**src/rtl/lifo_pkg.sv**
```systemverilog
`default_nettype none
// ============================================================================
//  Module      : lifo_pkg
//  Description : Shared definitions for the LIFO and its drain engine.
//                Default data width, stack depth, drain FSM state
//                encoding and the stack word type.
//  Revision    : 1.0  initial release
// ============================================================================
package lifo_pkg;

   localparam int DW         = 8;
   localparam int LIFO_DEPTH = 8;

   // Drain FSM states, explicitly 2 bits wide.
   typedef enum logic [1:0] {
      IDLE = 2'd0,
      POP  = 2'd1,
      WAIT = 2'd2,
      HOLD = 2'd3
   } state_t;

   typedef logic [DW-1:0] word_t;

endpackage : lifo_pkg
`default_nettype wire

```
**src/rtl/lifo_drain.sv**
```systemverilog
`default_nettype none
// ============================================================================
//  Module      : lifo_drain
//  Description : Pops words from an 8-deep LIFO on a start request and
//                presents each one on a valid/ready stream. The last word
//                of a burst is tagged with m_last. A burst ends when the
//                stack runs empty or MAX_BURST words have been handed off.
//
//  Ports       : clk, reset_n        clock, async active-low reset
//                start               drain request (sampled in IDLE only)
//                lifo_empty/lifo_wn  LIFO status / observed write strobe
//                lifo_dataout        popped word, valid the cycle after pop
//                lifo_rn             pop strobe to the LIFO
//                m_data/m_valid/     output stream
//                m_ready/m_last
//                busy                high whenever not IDLE
//                burst_count         words handed off in current/last burst
//                m_parity            (LIFO_DRAIN_PARITY_EN only) XOR of word
//
//  Options     : define LIFO_DRAIN_PARITY_EN to add the m_parity output.
//  Revision    : 1.0  initial release
// ============================================================================
module lifo_drain #(
   parameter int DW        = 8,
   parameter int MAX_BURST = 8,
   parameter int CW        = 4
) (
   input  logic          clk,
   input  logic          reset_n,
   input  logic          start,
   input  logic          lifo_empty,
   input  logic          lifo_wn,
   input  logic [DW-1:0] lifo_dataout,
   output logic          lifo_rn,
   output logic [DW-1:0] m_data,
   output logic          m_valid,
   input  logic          m_ready,
   output logic          m_last,
   output logic          busy,
   output logic [CW-1:0] burst_count
`ifdef LIFO_DRAIN_PARITY_EN
   ,
   output logic          m_parity
`endif
);

   import lifo_pkg::*;

   localparam logic [CW-1:0] C_MAX_BURST = CW'(MAX_BURST);

   state_t        state_q, state_d;
   logic [DW-1:0] m_data_q, m_data_d;
   logic          m_valid_q, m_valid_d;
   logic          m_last_q, m_last_d;
   logic [CW-1:0] cnt_q, cnt_d;

   logic          w_handshake;
   logic [CW-1:0] w_cnt_inc;

   assign w_handshake = m_valid_q & m_ready;
   assign w_cnt_inc   = cnt_q + CW'(1);

   // ------------------------------------------------------------------
   // State register
   // ------------------------------------------------------------------
   always_ff @(posedge clk or negedge reset_n) begin
      if (!reset_n) begin
         state_q <= IDLE;
      end else begin
         state_q <= state_d;
      end
   end

   // ------------------------------------------------------------------
   // Next-state logic
   // ------------------------------------------------------------------
   always_comb begin
      state_d = state_q;
      unique case (state_q)
         IDLE: if (start && !lifo_empty) state_d = POP;
         // A concurrent write wins inside the LIFO, so the pop is retried.
         POP:  if (!lifo_wn)             state_d = WAIT;
         WAIT:                           state_d = HOLD;
         HOLD: if (w_handshake)          state_d = m_last_q ? IDLE : POP;
         default:                        state_d = IDLE;
      endcase
   end

   // ------------------------------------------------------------------
   // Output / datapath next-state logic
   // ------------------------------------------------------------------
   always_comb begin
      m_data_d  = m_data_q;
      m_valid_d = m_valid_q;
      m_last_d  = m_last_q;
      cnt_d     = cnt_q;
      unique case (state_q)
         IDLE: begin
            if (start && !lifo_empty) cnt_d = '0;
         end
         WAIT: begin
            // lifo_empty already reflects the pointer after this pop.
            m_data_d  = lifo_dataout;
            m_valid_d = 1'b1;
            m_last_d  = lifo_empty | (w_cnt_inc == C_MAX_BURST);
         end
         HOLD: begin
            if (w_handshake) begin
               cnt_d     = w_cnt_inc;
               m_valid_d = 1'b0;
               m_last_d  = 1'b0;
            end
         end
         default: ;
      endcase
   end

   always_ff @(posedge clk or negedge reset_n) begin
      if (!reset_n) begin
         m_data_q  <= '0;
         m_valid_q <= 1'b0;
         m_last_q  <= 1'b0;
         cnt_q     <= '0;
      end else begin
         m_data_q  <= m_data_d;
         m_valid_q <= m_valid_d;
         m_last_q  <= m_last_d;
         cnt_q     <= cnt_d;
      end
   end

   assign lifo_rn     = (state_q == POP);
   assign busy        = (state_q != IDLE);
   assign m_data      = m_data_q;
   assign m_valid     = m_valid_q;
   assign m_last      = m_last_q;
   assign burst_count = cnt_q;

`ifdef LIFO_DRAIN_PARITY_EN
   logic m_parity_q, m_parity_d;

   always_comb begin
      m_parity_d = m_parity_q;
      if (state_q == WAIT) m_parity_d = ^lifo_dataout;
   end

   always_ff @(posedge clk or negedge reset_n) begin
      if (!reset_n) begin
         m_parity_q <= 1'b0;
      end else begin
         m_parity_q <= m_parity_d;
      end
   end

   assign m_parity = m_parity_q;
`endif

endmodule : lifo_drain
`default_nettype wire

```
**config.mk**
```make
export PLATFORM = sky130hd
export DESIGN_NAME = lifo_drain
export DESIGN_NICKNAME = d
export VERILOG_FILES = /design/src/rtl/lifo_pkg.sv /design/src/rtl/lifo_drain.sv
export SDC_FILE = /design/constraint.sdc
export NUM_CORES = 1
export LEC_CHECK = 0
export ABC_CLOCK_PERIOD_IN_PS = 1800
export BUFFER_PORTS_ARGS = -buffer_cell sky130_fd_sc_hd__buf_2
export CAP_MARGIN = 30
export CORE_UTILIZATION = 35
export DETAILED_ROUTE_END_ITERATION = 8
export GPL_ROUTABILITY_DRIVEN = 0
export GPL_TIMING_DRIVEN = 0
export PLACE_DENSITY_LB_ADDON = 0.05
export SLEW_MARGIN = 20
export SYNTH_ARGS = -nofsm -noshare
export SYNTH_HDL_FRONTEND = slang
export SYNTH_SLANG_ARGS = --single-unit
```
**constraint.sdc**
```tcl
create_clock -name clk -period 1.8 [get_ports clk]
set_input_delay 0.27 -clock clk [delete_from_list [all_inputs] [get_ports clk]]
set_output_delay 0.27 -clock clk [all_outputs]
set_load 0.01 [all_outputs]
```
==> summary.txt <==
first-pass GRT wire length: 2820 um
Max clock buf depth: 2
Startpoint Class: flip-flop
Final Hold Viols: 0
outcome: finished clean
Die ar.: 2710 um^2
Yosys cell types: 28
most used flip-flop cell after synthesis: dfrtp_1
vias in the first global route: 634
core area: 2280 um^2
later-pin clock latency in the skew report: 280 ps
maxcap violations: 0
CTS H-tree lvls: 1
root buf cell: clkbuf_4
critical path type: reg2reg
switching share of power: 39.1%
clock transition at the registers of the reported paths: 100 ps
die height: 52.0 um
worst endpoint data arrival time: 1800 ps
DR pass1 iterations: 4
DRC: 0
CTS tree: yes
Clock power frac: 12.0%
register area share after synthesis: 45.7%
Port Buffers: 29
CP max FO: 9
Placed Cells: 130
fin crit share: 89.8%
RSZ-0062 raised after global routing: no
Critical Path RT: 1980 ps
fin nets: 128
Slew Limit Fails: 0
hold path depth: 2
Starting Density: 38.5%
Synth warnings: 0
worst hold margin: 195 ps
Lkg Pwr: 0.538 nW
Avg WL per Cell: 12.7 um
final non-filler cell total: 135
Post-Route WL: 1710 um
CTS buffer count: 3
Worst-Margin Slew: 356 ps
# diodes: 0
drt via density: 4.84
Post-synth EDFFs: 0
min cycle time layout: 1620 ps
initial antenna violation count: 0
HP Class: in2reg
Final WS setup: 184 ps
Setup Total Neg Slack: 0 ps
pwr dens: 1780 nW/um^2
#FFs+latches synth: 16
area leader, netlist: dfrtp_1
post-CTS setup buffers: 0
Pint: 1.19 mW
via count: 654
FF-to-FF path depth: 5
top cells by count, synth: dfrtp_1 (16), inv_1 (10), mux2_2 (8)
Comb pwr share: 54.1%
post-route cell area: 1100 um^2
Mapped Area: 876 um^2
dominant cells by area after synthesis: dfrtp_1 (46%), mux2_2 (10%), ha_1 (8.6%), inv_1 (4.3%), a221oi_4 (3.0%)
Post-Syn Instances: 73
post-synth top area share: 45.7%
Mapped Avg Cell Area: 12.0 um^2
row cnt: 17
Iter 0 DRT Violations: 8
GRT Overall Usage: 14.5%
P&R area growth vs syn: 26.1%
clock sinks: 16
count leader, synth: dfrtp_1
HPWL reported at the end of detailed placement: 1280 um
Slew headroom: 76.2%
Crit. End Element: flip-flop
share of synthesized registers carrying an async set or reset: 100%
setup violators final: 0
Fmax: 619 MHz
sw power: 0.767 mW
Post-Place Setup Slack: 134 ps
largest net degree at the start of global routing: 17
share of layout cells above drive strength 1: 47.7%
die width: 52.0 um
post-synthesis net count: 93
skew final: 11.2 ps
remaining antenna violation count: 0
Fill cells: 214
sequential power share: 33.9%
GRT overflow: 0
# IOs: 30
VDD IR max: 0.799 mV
cell area after placement: 1060 um^2
[per-layer routing]
metal / GRT usage (%) / wire length, um / up-vias
li1: - / - / 328
met1: 19.2 / 853 / 309
met2: 23.1 / 768 / 15
met3: 2.63 / 72 / 2
met4: 5.41 / 14 / 0
met5: 0 / 0 / -
[placed cells by master (no fill, tap or decap), drive strengths merged]
| cell type | netlist | final |
|---|---|---|
| a2111o | 1 | 1 |
| a211oi | 3 | 3 |
| a21boi | 2 | 2 |
| a21o | 1 | 1 |
| a21oi | 1 | 1 |
| a221oi | 1 | 1 |
| a2bb2oi | 1 | 1 |
| and2b | 1 | 1 |
| and3b | 1 | 1 |
| buf | 2 | 31 |
| clkbuf | 0 | 4 |
| dfrtp | 16 | 16 |
| dlygate4sd3 | 0 | 1 |
| ha | 6 | 6 |
| inv | 10 | 10 |
| mux2 | 9 | 9 |
| nand2 | 1 | 1 |
| nand2b | 1 | 1 |
| nand3 | 4 | 4 |
| nor2 | 3 | 3 |
| o2111ai | 1 | 1 |
| o21ai | 2 | 2 |
| o221ai | 2 | 2 |
| o2bb2ai | 1 | 1 |
| o32ai | 1 | 1 |
| or3 | 2 | 2 |
[per-stage QoR]
step	power [mW]	utilization [%]
floorplan	1.41	-
global placement	1.72	46.4
detailed placement	1.74	46.4
CTS	1.99	48.4
global route	2.14	48.5
finish	1.96	48.5
[repair_timing]
action | 4_1_cts | 5_1_grt
endpoints found under the setup margin | 0 | 1
gates resized for setup | 0 | 1
hold buffers | 1 | 0
endpoints found under the hold margin | 16 | 0
[power by group through the flow]
| stage | logic [mW] | clock network [mW] | registers [mW] |
|---|---|---|---|
| 2_1_floorplan | 0.694 | 0 | 0.721 |
| 3_3_place_gp | 1.05 | 0 | 0.663 |
| 3_5_place_dp | 1.07 | 0 | 0.672 |
| 4_1_cts | 1.08 | 0.247 | 0.666 |
| 5_1_grt | 1.18 | 0.260 | 0.693 |
| 6_report | 1.06 | 0.236 | 0.664 |
[cell type report]
| class | count | area (um^2) | share of cell area (%) |
|---|---|---|---|
| plain buffers | 2 | 16.3 | 1.47 |
| well taps | 28 | 35.0 | 3.17 |
| repair buffers | 30 | 155 | 14.0 |
| inverters | 10 | 37.5 | 3.40 |
| flip-flops and latches | 16 | 400 | 36.2 |
| multi-input cells | 45 | 424 | 38.4 |
| clock buffers | 4 | 36.3 | 3.28 |
[worst max-delay path, cell delays in order (launching register included)]
cell and delay [ps]:
dfrtp_1 450, ha_1 210, buf_6 140, a21boi_4 160
a221oi_4 230, mux2_4 320
[registers in the layout, indices dropped and copies added (netlist names)]
signal	count
m_valid	1
m_last	1
burst_count	4
state_q	2
m_data	8
[path summary, 6_finish.rpt]
check / slack [ps] / end / start
setup / recovery: 180 / state_q[1] / state_q[1]
min in group asynchronous: 420 / state_q[1] / reset_n
max in group asynchronous: 1100 / m_data[1] / reset_n
setup reg to reg: 180 / state_q[1] / state_q[1]
hold / removal: 190 / m_valid / m_ready
hold reg to reg: 510 / m_data[7] / m_data[7]
[cells by family after synthesis]
group / after synthesis / share of synthesized area [%]
DFF: 16 / 45.7
and+or+nand+nor: 13 / 8.43
adders and majority gates: 6 / 8.57
buffers and inverters: 12 / 6.14
AOI/OAI and AO/OA: 17 / 19.1
muxes: 9 / 12.0
Power figures use the tool's default switching activity.
